[config.mk]
export PLATFORM = sky130hd
export DESIGN_NAME = c_element_n_m
export DESIGN_NICKNAME = d
export VERILOG_FILES = /design/src/rtl/c_element_pkg.sv /design/src/rtl/c_element_cell_m.sv /design/src/rtl/c_element_n_m.sv
export SDC_FILE = /design/constraint.sdc
export NUM_CORES = 1
export LEC_CHECK = 0
export BUFFER_PORTS_ARGS = -buffer_cell sky130_fd_sc_hd__buf_2
export CORE_MARGIN = 2
export CORE_UTILIZATION = 33
export DETAILED_ROUTE_END_ITERATION = 10
export PLACE_DENSITY = 0.64
export SYNTH_ARGS = -nofsm -noshare
export SYNTH_HDL_FRONTEND = slang
export SYNTH_HIERARCHICAL = 1
export SYNTH_SLANG_ARGS = --single-unit
[constraint.sdc]
create_clock -name clk -period 2.85 [get_ports clk]
set_clock_uncertainty 0.2 [all_clocks]
set_input_delay 0 -clock clk [delete_from_list [all_inputs] [get_ports clk]]
set_output_delay 0 -clock clk [all_outputs]
set_load 0.01 [all_outputs]
[src/rtl/c_element_pkg.sv]
// Shared types and helpers for the clocked N-input, M-channel Muller C-element.
// Channel vectors are carried in a fixed-width container; only the low n bits are significant.
package c_element_pkg;

  localparam int unsigned INPUTS_MAX = 16;
  localparam int unsigned CNT_W_DEF  = 8;
  // Counter saturation pattern; a CNT_W-wide slice of this is the all-ones limit.
  localparam logic [31:0] CNT_ONES   = 32'hFFFF_FFFF;

  typedef logic [INPUTS_MAX-1:0] ch_in_t;

  // C-element next state: set when all n inputs are 1, clear when all are 0, else hold.
  function automatic logic c_next(input ch_in_t in_v, input int unsigned n, input logic cur);
    logic all1;
    logic any1;
    all1 = 1'b1;
    any1 = 1'b0;
    for (int unsigned i = 0; i < INPUTS_MAX; i++) begin
      if (i < n) begin
        all1 = all1 & in_v[i];
        any1 = any1 | in_v[i];
      end else begin
        all1 = all1;
      end
    end
    if (all1) begin
      return 1'b1;
    end else if (!any1) begin
      return 1'b0;
    end else begin
      return cur;
    end
  endfunction

endpackage

[src/rtl/c_element_cell_m.sv]
// One C-element channel: output state, rise/fall pulses and saturating transition counter.
// Optional 2-flop input synchroniser selected by C_ELEMENT_SYNC_EN.
module c_element_cell_m
  import c_element_pkg::*;
#(
  parameter int unsigned INPUTS  = 3,
  parameter int unsigned CNT_W   = 8,
  parameter logic        RST_BIT = 1'b0
) (
  input  logic              clk,
  input  logic              rst,
  input  logic              en,
  input  logic [INPUTS-1:0] a,
  input  logic              cnt_clr,
  output logic              o,
  output logic              o_nxt,
  output logic              rise,
  output logic              fall,
  output logic [CNT_W-1:0]  cnt
);

  localparam logic [CNT_W-1:0] CNT_SAT = CNT_ONES[CNT_W-1:0];

  logic [INPUTS-1:0] a_use_s;
  ch_in_t            in_ext_s;
  logic              o_nxt_s;
  logic              trans_s;
  logic              o_r;
  logic              rise_r;
  logic              fall_r;
  logic [CNT_W-1:0]  cnt_r;

`ifdef C_ELEMENT_SYNC_EN
  logic [INPUTS-1:0] sync1_r;
  logic [INPUTS-1:0] sync2_r;

  // Two-stage synchroniser on every input bit
  always_ff @(posedge clk) begin
    if (rst) begin
      sync1_r <= {INPUTS{1'b0}};
      sync2_r <= {INPUTS{1'b0}};
    end else begin
      sync1_r <= a;
      sync2_r <= sync1_r;
    end
  end

  assign a_use_s = sync2_r;
`else
  assign a_use_s = a;
`endif

  // Next-state of the C-element, frozen when the channel is disabled
  always_comb begin
    in_ext_s                = '0;
    in_ext_s[INPUTS-1:0]    = a_use_s;
    if (en) begin
      o_nxt_s = c_next(in_ext_s, INPUTS, o_r);
    end else begin
      o_nxt_s = o_r;
    end
    trans_s = o_nxt_s ^ o_r;
  end

  // Output state, edge pulses and counter; clear-then-count when both happen together
  always_ff @(posedge clk) begin
    if (rst) begin
      o_r    <= RST_BIT;
      rise_r <= 1'b0;
      fall_r <= 1'b0;
      cnt_r  <= {CNT_W{1'b0}};
    end else begin
      o_r    <= o_nxt_s;
      rise_r <= o_nxt_s & ~o_r;
      fall_r <= ~o_nxt_s & o_r;
      if (cnt_clr) begin
        cnt_r <= trans_s ? CNT_W'(1) : {CNT_W{1'b0}};
      end else if (trans_s && (cnt_r != CNT_SAT)) begin
        cnt_r <= cnt_r + CNT_W'(1);
      end else begin
        cnt_r <= cnt_r;
      end
    end
  end

  assign o     = o_r;
  assign o_nxt = o_nxt_s;
  assign rise  = rise_r;
  assign fall  = fall_r;
  assign cnt   = cnt_r;

endmodule

[src/rtl/c_element_n_m.sv]
// CHANNELS independent INPUTS-input C-elements with registered rendezvous flags.
// Build option: define C_ELEMENT_SYNC_EN to add a 2-flop synchroniser on every input.
module c_element_n_m
  import c_element_pkg::*;
#(
  parameter int unsigned          CHANNELS = 4,
  parameter int unsigned          INPUTS   = 3,
  parameter int unsigned          CNT_W    = CNT_W_DEF,
  parameter logic [CHANNELS-1:0]  RST_VAL  = '0
) (
  input  logic                             clk,
  input  logic                             rst,
  input  logic [CHANNELS-1:0]              en,
  input  logic [CHANNELS-1:0][INPUTS-1:0]  a,
  output logic [CHANNELS-1:0]              o,
  output logic [CHANNELS-1:0]              rise,
  output logic [CHANNELS-1:0]              fall,
  output logic                             all_set,
  output logic                             all_clr,
  output logic [CHANNELS-1:0][CNT_W-1:0]   cnt,
  input  logic [CHANNELS-1:0]              cnt_clr
);

  logic [CHANNELS-1:0] o_nxt_s;
  logic                all_set_r;
  logic                all_clr_r;

  for (genvar c = 0; c < CHANNELS; c++) begin : g_ch
    c_element_cell_m #(
      .INPUTS  (INPUTS),
      .CNT_W   (CNT_W),
      .RST_BIT (RST_VAL[c])
    ) u_cell (
      .clk     (clk),
      .rst     (rst),
      .en      (en[c]),
      .a       (a[c]),
      .cnt_clr (cnt_clr[c]),
      .o       (o[c]),
      .o_nxt   (o_nxt_s[c]),
      .rise    (rise[c]),
      .fall    (fall[c]),
      .cnt     (cnt[c])
    );
  end

  // Rendezvous flags from next-state o so they line up with o itself
  always_ff @(posedge clk) begin
    if (rst) begin
      all_set_r <= &RST_VAL;
      all_clr_r <= ~|RST_VAL;
    end else begin
      all_set_r <= &o_nxt_s;
      all_clr_r <= ~|o_nxt_s;
    end
  end

  assign all_set = all_set_r;
  assign all_clr = all_clr_r;

endmodule

; ---- Word level (Yosys, flattened, before mapping)
; Index checks and enable logic that the tools add are counted.
; W data, S select, Z words.
[word_totals]
regBits = 46
romBits = 0
out_inout_bits = 46
mem_bits_rw = 0
mem_count = 0
word_cells = 117
inputBits = 22
latchBits = 0
[classes]
shift = 0
order_cmp = 0
div_mod_pow = 0
n_eq_ne = 4
reduce_logical = 11
bitwise_logic = 36
multipliers = 0
muxes = 44
add_sub_neg = 4
[ops]
columns = op, count
row1 = $mux W8, 8
row2 = $mux W1, 36
row3 = $add A8 B1 Y8 const B, 4
row4 = $ne A8 B8 Y1 const B, 4
row5 = $and A1 B1 Y1, 16
row6 = $not A1 Y1, 8
row7 = $or A1 B1 Y1, 8
row8 = $reduce_bool A2 Y1, 4
row9 = $logic_and A1 B1 Y1, 4
row10 = $reduce_and A4 Y1, 1
row11 = $reduce_or A4 Y1, 1
row12 = $xor A1 B1 Y1, 4
row13 = $logic_not A1 Y1, 1

; ---- Logic depth before layout (Yosys ltp)
; Gate-level depths: netlist of the first run.
[logic_depth]
ltp_word = 12
mapped_depth = 8
ltp_nobuf = 7

; ---- Hierarchy
; Netlist of the first run, hierarchy kept.
[by_module_without_submodules]
columns = mod, seq_area_each_um2, instances, cells_per_inst, area_per_inst_um2
row1 = c_element_cell_m at g_ch[2].u_cell ..., 220.2, 2, 64, 589.3
row2 = c_element_cell_m at g_ch[0].u_cell, 220.2, 1, 64, 588.1
row3 = c_element_cell_m at g_ch[1].u_cell, 220.2, 1, 63, 585.6
row4 = c_element_n_m, 40.0, 1, 6, 70.1

; ---- Worst setup path before layout of the first run
; OpenSTA, ideal clock, no wires.
[synth_path]
path_type = reg-to-reg
start = register g_ch[0].u_cell.o_r
end = register g_ch[0].u_cell.cnt_r[7]
synth_period_minus_slack_ns = 2.328
setup_time_ns = 0.112
stages_incl_launch_ff = 9
required_ns = 2.538
arrival_ns = 2.016
n_path_buf = 1
setup_slack_ns = 0.522
cell_sequence = dfxtp_1 -> a31o_2 -> a22oi_1 -> inv_1 -> ha_1 -> buf_6 -> and3b_2 -> a41oi_1 -> a2111oi_1
[synth_via]
elab_chain_cells = 6
[synth_rtl]
columns = element, line_no
row1 = "start, declared", c_element_cell_m.sv:28  ; logic o_r;
row2 = "start signal, assigned", c_element_cell_m.sv:73  ; o_r <= o_nxt_s;
row3 = $mux W1, c_element_pkg.sv:28  ; end else if (!any1) begin
row4 = $mux W1, c_element_pkg.sv:26  ; if (all1) begin
row5 = $mux W1 (*), c_element_cell_m.sv:57  ; if (en) begin
row6 = named net o_nxt_s[0], c_element_n_m.sv:24  ; logic [CHANNELS-1:0] o_nxt_s;
row7 = $xor A1 B1 Y1 (*), c_element_cell_m.sv:62  ; trans_s = o_nxt_s ^ o_r;
row8 = $logic_and A1 B1 Y1 (*), c_element_cell_m.sv:78  ; end else if (trans_s && (cnt_r != CNT_SAT)) begin
row9 = $reduce_bool A2 Y1 (no line) (*), --
row10 = "end signal, assigned", c_element_cell_m.sv:77  ; cnt_r <= trans_s ? CNT_W'(1) : {CNT_W{1'b0}};
row11 = "end signal, assigned", c_element_cell_m.sv:79  ; cnt_r <= cnt_r + CNT_W'(1);
row12 = "end signal, assigned", c_element_cell_m.sv:81  ; cnt_r <= cnt_r;
row13 = "end, declared", c_element_cell_m.sv:31  ; logic [CNT_W-1:0] cnt_r;
; Mark *: on every way through the listed nets, which the timed path passes. The rest lies on a longest branch.
; A chain may end at the register's enable or synchronous reset.

; ---- Worst setup path after layout of the first run
[layout_path]
start = register g_ch[2].u_cell.o_r
end = register g_ch[2].u_cell.cnt_r[7]
[layout_via]
elab_chain_cells = 6
[layout_rtl]
columns = element, line_no
row1 = "start, declared", c_element_cell_m.sv:28
row2 = "start signal, assigned", c_element_cell_m.sv:73
row3 = $mux W1, c_element_pkg.sv:28
row4 = $mux W1, c_element_pkg.sv:26
row5 = $mux W1 (*), c_element_cell_m.sv:57
row6 = named net o_nxt_s[2], c_element_n_m.sv:24
row7 = $xor A1 B1 Y1 (*), c_element_cell_m.sv:62
row8 = $logic_and A1 B1 Y1 (*), c_element_cell_m.sv:78
row9 = $reduce_bool A2 Y1 (no line) (*), --
row10 = "end signal, assigned", c_element_cell_m.sv:77
row11 = "end signal, assigned", c_element_cell_m.sv:79
row12 = "end signal, assigned", c_element_cell_m.sv:81
row13 = "end, declared", c_element_cell_m.sv:31
; Marks and branches as above.

==> results of run 1 <==
## repair_timing
item,CTS,global route
hold buffers,12,0
endpoints found under the setup margin,0,0
endpoints found under the hold margin,37,0
## cell families after synthesis
kind of cell | synth area share
AOI/OAI and AO/OA | 0.202
adders and majority gates | 0.0620
buffers and inverters | 0.0341
DFF | 0.380
muxes | 0.0455
and+or+nand+nor | 0.276
## area by class of cell
| cell class | instances | share of cell area |
|---|---|---|
| clock buffers | 7 | 0.0282 |
| clock inverters | 1 | 0.00164 |
| inverters | 13 | 0.0160 |
| multi-input cells | 199 | 0.464 |
| flip-flops and latches | 46 | 0.301 |
| well taps | 99 | 0.0405 |
| repair buffers | 79 | 0.149 |
## layer usage
metal | up-vias | routed length (µm)
met1 | 1095 | 2690
li1 | 1176 | -
met5 | - | 0
met2 | 67 | 2450
met3 | 11 | 260
met4 | 0 | 100
## worst reg2reg max path: stages (launching register included)
cell and delay, ns:
dfxtp_1 0.36, a31o_2 0.22, a22oi_1 0.28, inv_1 0.16, ha_1 0.42, and3b_2 0.30
a41oi_1 0.12, a2111oi_1 0.36
## worst min path at each step
stage / end / slack (ns) / from / depth (start not counted)
after CTS: g_ch[2].u_cell/o / 0.01 / rst / 2
final: g_ch[2].u_cell/o / -0.004 / rst / 2
after floorplan: g_ch[0].u_cell/cnt[0] / -0.13 / rst / 1
after global routing: g_ch[1].u_cell/o / 0.03 / rst / 2
after detailed placement: g_ch[1].u_cell/cnt[6] / 0.05 / cnt_clr[1] / 2
after global placement: g_ch[1].u_cell/cnt[6] / 0.05 / cnt_clr[1] / 2
## layout by cell type, fill, tap and decap left out, types with 9 or more instances in the layout
master	count
mux2i_1	11
inv_1	13
a31oi_1	14
nor2b_1	13
dlygate4sd3_1	12
nor2_1	15
o21ai_0	11
dfxtp_1	46
ha_1	12
a21oi_1	9
nand2_1	15
buf_2	67
nand3_1	14
## stage by stage
step           setup WS [ns]  hold WS (ns)  instances  cell area (µm²)
6_report               0.322      -0.00368        444             3060
5_1_grt               0.0719        0.0327        444             3060
4_1_cts                0.250        0.0101        444             3060
3_5_place_dp           0.269        0.0531        424             2850
3_3_place_gp           0.291        0.0543        424             2850
2_1_floorplan          0.522        -0.131        261             2420
## where the power goes
group          switching, mW  internal [mW]  total [mW]  leakage (nW)
registers             0.0186          0.662       0.680         0.372
logic                 0.0956         0.0952       0.191         0.940
clock network          0.215          0.196       0.411        0.0482
total                  0.329          0.953        1.28          1.36
## sequential cells by signal, indices dropped and copies added, names as in the netlist
| signal | count |
|---|---|
| g_ch.u_cell/o | 4 |
| g_ch.u_cell/fall | 4 |
| all_set | 1 |
| g_ch.u_cell/rise | 4 |
| g_ch.u_cell/cnt | 32 |
| all_clr | 1 |
==> impl_metrics.toml, run 1 <==
[sta]
grt_setup_unrepaired = "no"
finalMaxSlewViolations = 0
finalSetupTns_ns = 0
whs_ns = -0.00368
hold_viol_final = 2
fin_crit_sh = 0.887
max_freq_ghz = 0.396
setup_violations = 0
relSlewSlack = 0.598
min_period_ns = 2.53
worst_slew_pin_slew_ns = 0.604

[routing]
drt_iter0_markers = 75
via_per_inst = 5.29
drtAntennaViolNets = 0
post_drt_wl_per_cell_um = 12.4
wl_um = 5500
first_pass_iters = 4
num_vias = 2349
drc = 0

[placed_design]
numPortBuffers = 67
hpwlAfterDp_um = 3940
place.gp.congestion = 0.803

[synthesis]
syn_avg_cell_area_um2 = 9.28
ys_dominant_reg_cell = "dfxtp_1"
ys_warn_count = 6
synth_most_common_cell = "dfxtp_1"
synthCells = 261
yosys.area.top_type = "dfxtp_1"
ys_top_cells_by_count = "46 x dfxtp_1, 15 x nand2_1, 15 x nor2_1"
synth_top_area_share = 0.380
async_flop_share = 0
synth_edf_count = 0
synthesis.area_um2 = 2420
synth.net_count = 295
synthDistinctLibCells = 41
synth-seq-area-share = 0.380
ys_ff_latch = 46
yosys-top-cells-area = "dfxtp_1 38%, ha_1 6.2%, mux2i_1 4.5%"

[global_route]
grt_pass1_wl_um = 9180
grtUsageMet1 = 0.190
antenna_found_initial = 0
track_usage = 0.141
grt.met2_usage = 0.225
grt-ovfl-total = 0
busiest_layer = "met2"
met3_usage = 0.0320
grt_pass1_vias = 2047
grt_max_degree = 36

[clock_network]
cts_setup_buffers = 0
cts_sinks = 46
cts_max_path_buffers = 2
numCtsBuffers = 5
clk_pin_slew_ns = 0.09
ctsResizeCount = 0
cts_tree = "yes"
clock_latency_ns = 0.29
cts_max_level = 2
clock-root-buffer = "clkbuf_8"

[critical_path]
r2r_start = "g_ch[2].u_cell/o"
reg2reg_slack_ns = 0.32
critPathLaunchType = "register"
cp_slowest_stage_delay_ns = 0.42
crit_buf_inv = 1
cp_max_fo = 9
rr_worst_depth = 7
critPathArrivalTime_ns = 2.51
path_cells = "a31o_2 > a22oi_1 > inv_1 > ha_1 > and3b_2 > a41oi_1 > a2111oi_1"
critical_path_depth = 7
cp_slowest_cell = "ha_1"
r2r-end = "g_ch[2].u_cell/cnt[7]"
cp-endpoint = "g_ch[2].u_cell/cnt[7]"
crit_required_ns = 2.84
critical_path_class = "reg2reg"
timing.critical_path.from = "g_ch[2].u_cell/o"
end_kind = "register"
cp_top_family = "compound AO/OA/AOI/OAI gates"

[final_layout]
seq_area_um2 = 921
utilization = 0.426
areaGrowthSynthToFinish_pct = 26.3
diodes = 0
fill_cells = 737
finalNetCount = 378
drive_above_1_share = 0.281
multi_input_area_um2 = 1420

[floorplan]
ioPinCount = 68
core_um2 = 7180
rows = 31
die_w_um = 89.7
dieArea_um2 = 8040
start_util = 0.338
die_h_um = 89.7

[min_path]
hp-class = "in2reg"

[run]
maxCapViolations = 0

[run_status]
violations = "negative hold slack"
status = "complete, but fails checks"

[power_and_ir_drop]
cellPowerDensity_nw_per_um2 = 419
ir_drop_mv = 0.163
finalPower_mw = 1.28
p_leak_nw = 1.36
Note: power is estimated with default switching activity, not from simulation.
==> inputs of run 2 (changes only) <==
Settings changed: ABC_CLOCK_PERIOD_IN_PS from default to 2850, CELL_PAD_IN_SITES_DETAIL_PLACEMENT from default to 1, CELL_PAD_IN_SITES_GLOBAL_PLACEMENT from default to 2, CORE_MARGIN 2 to 10, CORE_UTILIZATION 33 to 31, PLACE_DENSITY 0.64 to 0.89.
==> run 2 against run 1 <==
Compared with the run above:
- sequential power about the same
- the run now ends clean
- non-clock buffer count unchanged
- cell area up 1.8%
- worst hold slack better by 0.021 ns
- clock-buffer cell count down 1
- clock power up 47%
- sequential share of layout area down 0.53 points
- final cell count up 0.68%
- sequential cell count unchanged
- register-to-register slack about the same
- core utilization down 1.9 points
==> impl_metrics.toml, run 2 (synthesis results as in run 1) <==
[global_route]
grt_pass1_vias = 2332
grt_max_degree = 36
grt_pass1_wl_um = 11400
grt-ovfl-total = 0
antenna_found_initial = 0
track_usage = 0.117

[final_layout]
final_cell_mix = "67 x buf_2, 46 x dfxtp_1, 15 x nor2_1, 15 x nand2_1"
largest_reg_flops = 32
seq_area_um2 = 921
drive_above_1_share = 0.284
areaGrowthSynthToFinish_pct = 28.6
multi_input_area_um2 = 1420
final_common_cell = "buf_2"
fin_area_um2 = 3110
utilization = 0.407
fill_cells = 909
finalNetCount = 378
diodes = 0

[run_status]
status = "completed"

[placed_design]
place.gp.congestion = 0.811
hpwlAfterDp_um = 5070
numPortBuffers = 67
dpl-instance-area_um2 = 2850

[floorplan]
ioPinCount = 68
start_util = 0.317
die_h_um = 108
die_w_um = 108
dieArea_um2 = 11700
core_um2 = 7650
rows = 32

[critical_path]
critPathArrivalTime_ns = 2.51
crit_required_ns = 2.83
critPathLaunchType = "register"
cp_slowest_stage_delay_ns = 0.41
cp_max_fo = 9
cp_top_family = "compound AO/OA/AOI/OAI gates"
critical_path_class = "reg2reg"
crit_buf_inv = 1
end_kind = "register"
cp_slowest_cell = "ha_1"
path_cells = "a31o_2 > a22oi_1 > inv_1 > ha_1 > and3b_2 > a41oi_1 > a2111oi_1"

[clock_network]
hold_buffers = 12
cts_sinks = 46
cts_tree = "yes"
cts_max_level = 2
ctsResizeCount = 0
cts_setup_buffers = 0
clock-root-buffer = "clkbuf_8"
numCtsBuffers = 5
clock_latency_ns = 0.30
clk_pin_slew_ns = 0.09
cts_max_path_buffers = 2

[sta]
relSlewSlack = 0.566
setup_violations = 0
max_freq_ghz = 0.396
hold_viol_final = 0
finalSetupTns_ns = 0
whs_ns = 0.0169
worst_slew_pin_slew_ns = 0.650
min_period_ns = 2.53
fin_crit_sh = 0.886
finalMaxSlewViolations = 0
grt_setup_unrepaired = "no"

[routing]
post_drt_wl_per_cell_um = 15.3
via_per_inst = 5.30
drtAntennaViolNets = 0
num_vias = 2369
wl_um = 6820
first_pass_iters = 4
drt_iter0_markers = 31
drc = 0

[power_and_ir_drop]
switching_share = 0.235
p_leak_nw = 1.38
ir_drop_mv = 0.304
p_int_mw = 1.13
cellPowerDensity_nw_per_um2 = 475
p_comb_frac = 0.132
power_frac_seq = 0.460
p_sw_mw = 0.348
power_frac_clock = 0.408

[min_path]
hp-class = "in2reg"

[run]
maxCapViolations = 0
-- run 2: cell count changes in the layout (fill, tap and decap cells not counted) --
cell       previous run  this run
clkbuf_1              1         0
clkinv_2              1         0
bufinv_16             0         2
-- run 2: metrics by stage --
step	total power [mW]	instances	setup slack [ns]
floorplan	0.814	261	0.522
global placement	0.872	427	0.384
detailed placement	0.878	427	0.289
CTS	1.51	447	0.281
global route	1.56	447	0.0995
finish	1.48	447	0.324
-- run 2: final timing paths --
kind                          from               endpoint  slack [ns]  cells after the start
max               g_ch[2].u_cell/o  g_ch[2].u_cell/cnt[7]        0.32                      7
min                           a[8]                all_clr        0.02                      5
max reg2reg       g_ch[2].u_cell/o  g_ch[2].u_cell/cnt[7]        0.32                      7
min reg2reg  g_ch[2].u_cell/cnt[1]  g_ch[2].u_cell/cnt[1]        0.32                      2
-- run 2: tightest hold or removal path, cell delays in order --
cell,delay (ns)
buf_2,0.08
or3b_2,0.10
a22oi_1,0.08
inv_1,0.13
o41ai_2,0.07
-- run 2: cell type report --
| class | instances | area share |
|---|---|---|
| repair buffers | 79 | 0.146 |
| well taps | 102 | 0.0410 |
| multi-input cells | 199 | 0.456 |
| flip-flops and latches | 46 | 0.296 |
| inverters | 13 | 0.0157 |
| clock buffers | 6 | 0.0265 |
| clock inverters | 2 | 0.0193 |
-- run 2: power groups by stage --
stage / clock network (mW) / registers, mW / logic, mW
2_1_floorplan: 0 / 0.702 / 0.112
3_3_place_gp: 0 / 0.695 / 0.177
3_5_place_dp: 0 / 0.696 / 0.182
4_1_cts: 0.628 / 0.681 / 0.198
5_1_grt: 0.654 / 0.685 / 0.221
6_report: 0.603 / 0.680 / 0.195
-- run 2: layer usage --
layer / GRT usage / routed length (µm) / up-vias
met5: 0 / 0 / -
met4: 0.0282 / 38 / 0
met3: 0.0381 / 419 / 4
met2: 0.193 / 3290 / 50
met1: 0.143 / 3070 / 1142
li1: - / - / 1173
==> inputs of run 3 (changes only) <==
Settings changed: ABC_CLOCK_PERIOD_IN_PS 2850 to 2590, GPL_ROUTABILITY_DRIVEN from default to 0.
Clock period 2.85 ns to 2.59 ns, I/O delays scaled along.
==> run 3 against run 2 <==
Compared with the run above:
- the run now ends with negative hold slack left
- sequential power up 10%
- critical endpoint unchanged
- via count decreased by 0.59%
- critical path depth is the same
- worst hold slack worse by 0.025 ns
- core utilization is 0.21 points lower
- highest routed layer unchanged
- final cell count rose by 0.67%
- largest power group unchanged
- total power decreased by 2.7%
- sequential share of layout area increased by 0.16 points
==> impl_metrics.toml, run 3 (synthesis results as in run 1) <==
[placed_design]
numPortBuffers = 67
hpwlAfterDp_um = 5120

[routing]
drtAntennaViolNets = 0
drt_iter0_markers = 28
first_pass_iters = 4
drc = 0
wl_um = 6930
post_drt_wl_per_cell_um = 15.4
via_per_inst = 5.23
num_vias = 2355

[final_layout]
diodes = 0
largest_reg_flops = 32
final_cell_mix = "67 x buf_2, 46 x dfxtp_1, 15 x nor2_1, 15 x nand2_1"
fill_cells = 933
finalNetCount = 381
drive_above_1_share = 0.296
areaGrowthSynthToFinish_pct = 27.9
final_common_cell = "buf_2"

[critical_path]
cp_slowest_stage_delay_ns = 0.37
critPathArrivalTime_ns = 2.43
cp_max_fo = 9
crit_required_ns = 2.58
cp_slowest_cell = "a2111oi_1"
critical_path_class = "reg2reg"
critPathLaunchType = "register"
end_kind = "register"
path_cells = "a31o_2 > a22oi_1 > inv_1 > ha_2 > and3b_2 > a41oi_1 > a2111oi_1"

[sta]
whs_ns = -0.00857
worst_slew_pin_slew_ns = 0.636
finalMaxSlewViolations = 0
fin_crit_sh = 0.941
setup_violations = 0
max_freq_ghz = 0.410
min_period_ns = 2.44
finalSetupTns_ns = 0
relSlewSlack = 0.576
hold_viol_final = 1
grt_setup_unrepaired = "no"

[clock_network]
cts_sinks = 46
clock-root-buffer = "clkbuf_8"
cts_max_path_buffers = 2
cts_setup_buffers = 0
clk_pin_slew_ns = 0.09
numCtsBuffers = 5
cts_tree = "yes"
cts_max_level = 2
clock_latency_ns = 0.30

[run_status]
status = "complete, but fails checks"
violations = "negative hold slack"

[power_and_ir_drop]
p_sw_mw = 0.384
p_int_mw = 1.06
ir_drop_mv = 0.164
power_frac_clock = 0.323
p_leak_nw = 1.38
cellPowerDensity_nw_per_um2 = 465
p_comb_frac = 0.157
power_frac_seq = 0.520
switching_share = 0.267
finalPower_mw = 1.44

[run]
maxCapViolations = 0

[min_path]
hp-class = "in2reg"

[global_route]
antenna_found_initial = 0
grt_max_degree = 36
grt-ovfl-total = 0
track_usage = 0.117
grt_pass1_wl_um = 11400
grt_pass1_vias = 2331

[floorplan]
die_w_um = 108
start_util = 0.317
ioPinCount = 68
dieArea_um2 = 11700
core_um2 = 7650
rows = 32
die_h_um = 108
==> run 3: cell types whose count changed in the layout (fill, tap and decap cells not counted), sizes merged <==
cell    change
clkbuf      +1
clkinv      +1
bufinv      -2
buf         +3
==> run 3: power groups by stage <==
| stage | combinational [mW] | clock (mW) | sequential (mW) |
|---|---|---|---|
| 2_1_floorplan | 0.123 | 0 | 0.772 |
| 3_3_place_gp | 0.201 | 0 | 0.764 |
| 3_5_place_dp | 0.206 | 0 | 0.765 |
| 4_1_cts | 0.224 | 0.490 | 0.749 |
| 5_1_grt | 0.252 | 0.516 | 0.753 |
| 6_report | 0.226 | 0.465 | 0.749 |
==> run 3: critical path, delay by kind of cell, from the launching register on <==
| kind | cells | cell delay, ns |
|---|---|---|
| AO/OA/AOI/OAI | 4 | 1.02 |
| adder cells (fa/ha/maj) | 1 | 0.35 |
| flip-flops | 1 | 0.32 |
| AND/OR/NAND/NOR | 1 | 0.28 |
| buffers and inverters | 1 | 0.15 |
==> run 3: path summary, 6_finish.rpt <==
check | slack, ns | to | startpoint | depth (start not counted)
worst max-delay path | 0.15 | g_ch[2].u_cell/cnt[7] | g_ch[2].u_cell/o | 7
worst min-delay path | -0.009 | all_clr | a[2] | 5
worst max register to register | 0.15 | g_ch[2].u_cell/cnt[7] | g_ch[2].u_cell/o | 7
worst min register to register | 0.31 | g_ch[1].u_cell/cnt[1] | g_ch[1].u_cell/cnt[1] | 2
==> run 3: repair_timing <==
action | 4_1_cts | 5_1_grt
endpoints found under the setup margin | 0 | 4
hold buffers | 12 | 0
resized for setup | 0 | 3
endpoints found under the hold margin | 37 | 0
==> run 3: cell type report <==
class                           instances  area [µm²]  area share
Inverter                               13        48.8      0.0158
Tap cell                              102         128      0.0412
Timing Repair Buffer                   82         478       0.154
Clock buffer                            7        86.3      0.0279
Multi-Input combinational cell        199        1430       0.462
Clock inverter                          1        5.00     0.00162
Sequential cell                        46         921       0.297
==> run 3: stage by stage <==
stage               setup slack, ns   util  instance area [µm²]  instances  hold slack [ns]
detailed placement           0.0518  0.376                 2870        430           0.0592
CTS                          0.0776  0.403                 3090        450          0.00382
finish                        0.152  0.405                 3100        450         -0.00857
floorplan                     0.262      -                 2420        261           -0.131
global route                 0.0188  0.405                 3100        450           0.0116
global placement              0.127  0.376                 2870        430           0.0519
==> run 3: per-layer routing <==
layer | GRT usage | routed length, µm | vias up
met4 | 0.0339 | 78 | 0
li1 | - | - | 1177
met1 | 0.144 | 3130 | 1121
met3 | 0.0405 | 471 | 8
met5 | 0 | 0 | -
met2 | 0.188 | 3240 | 49
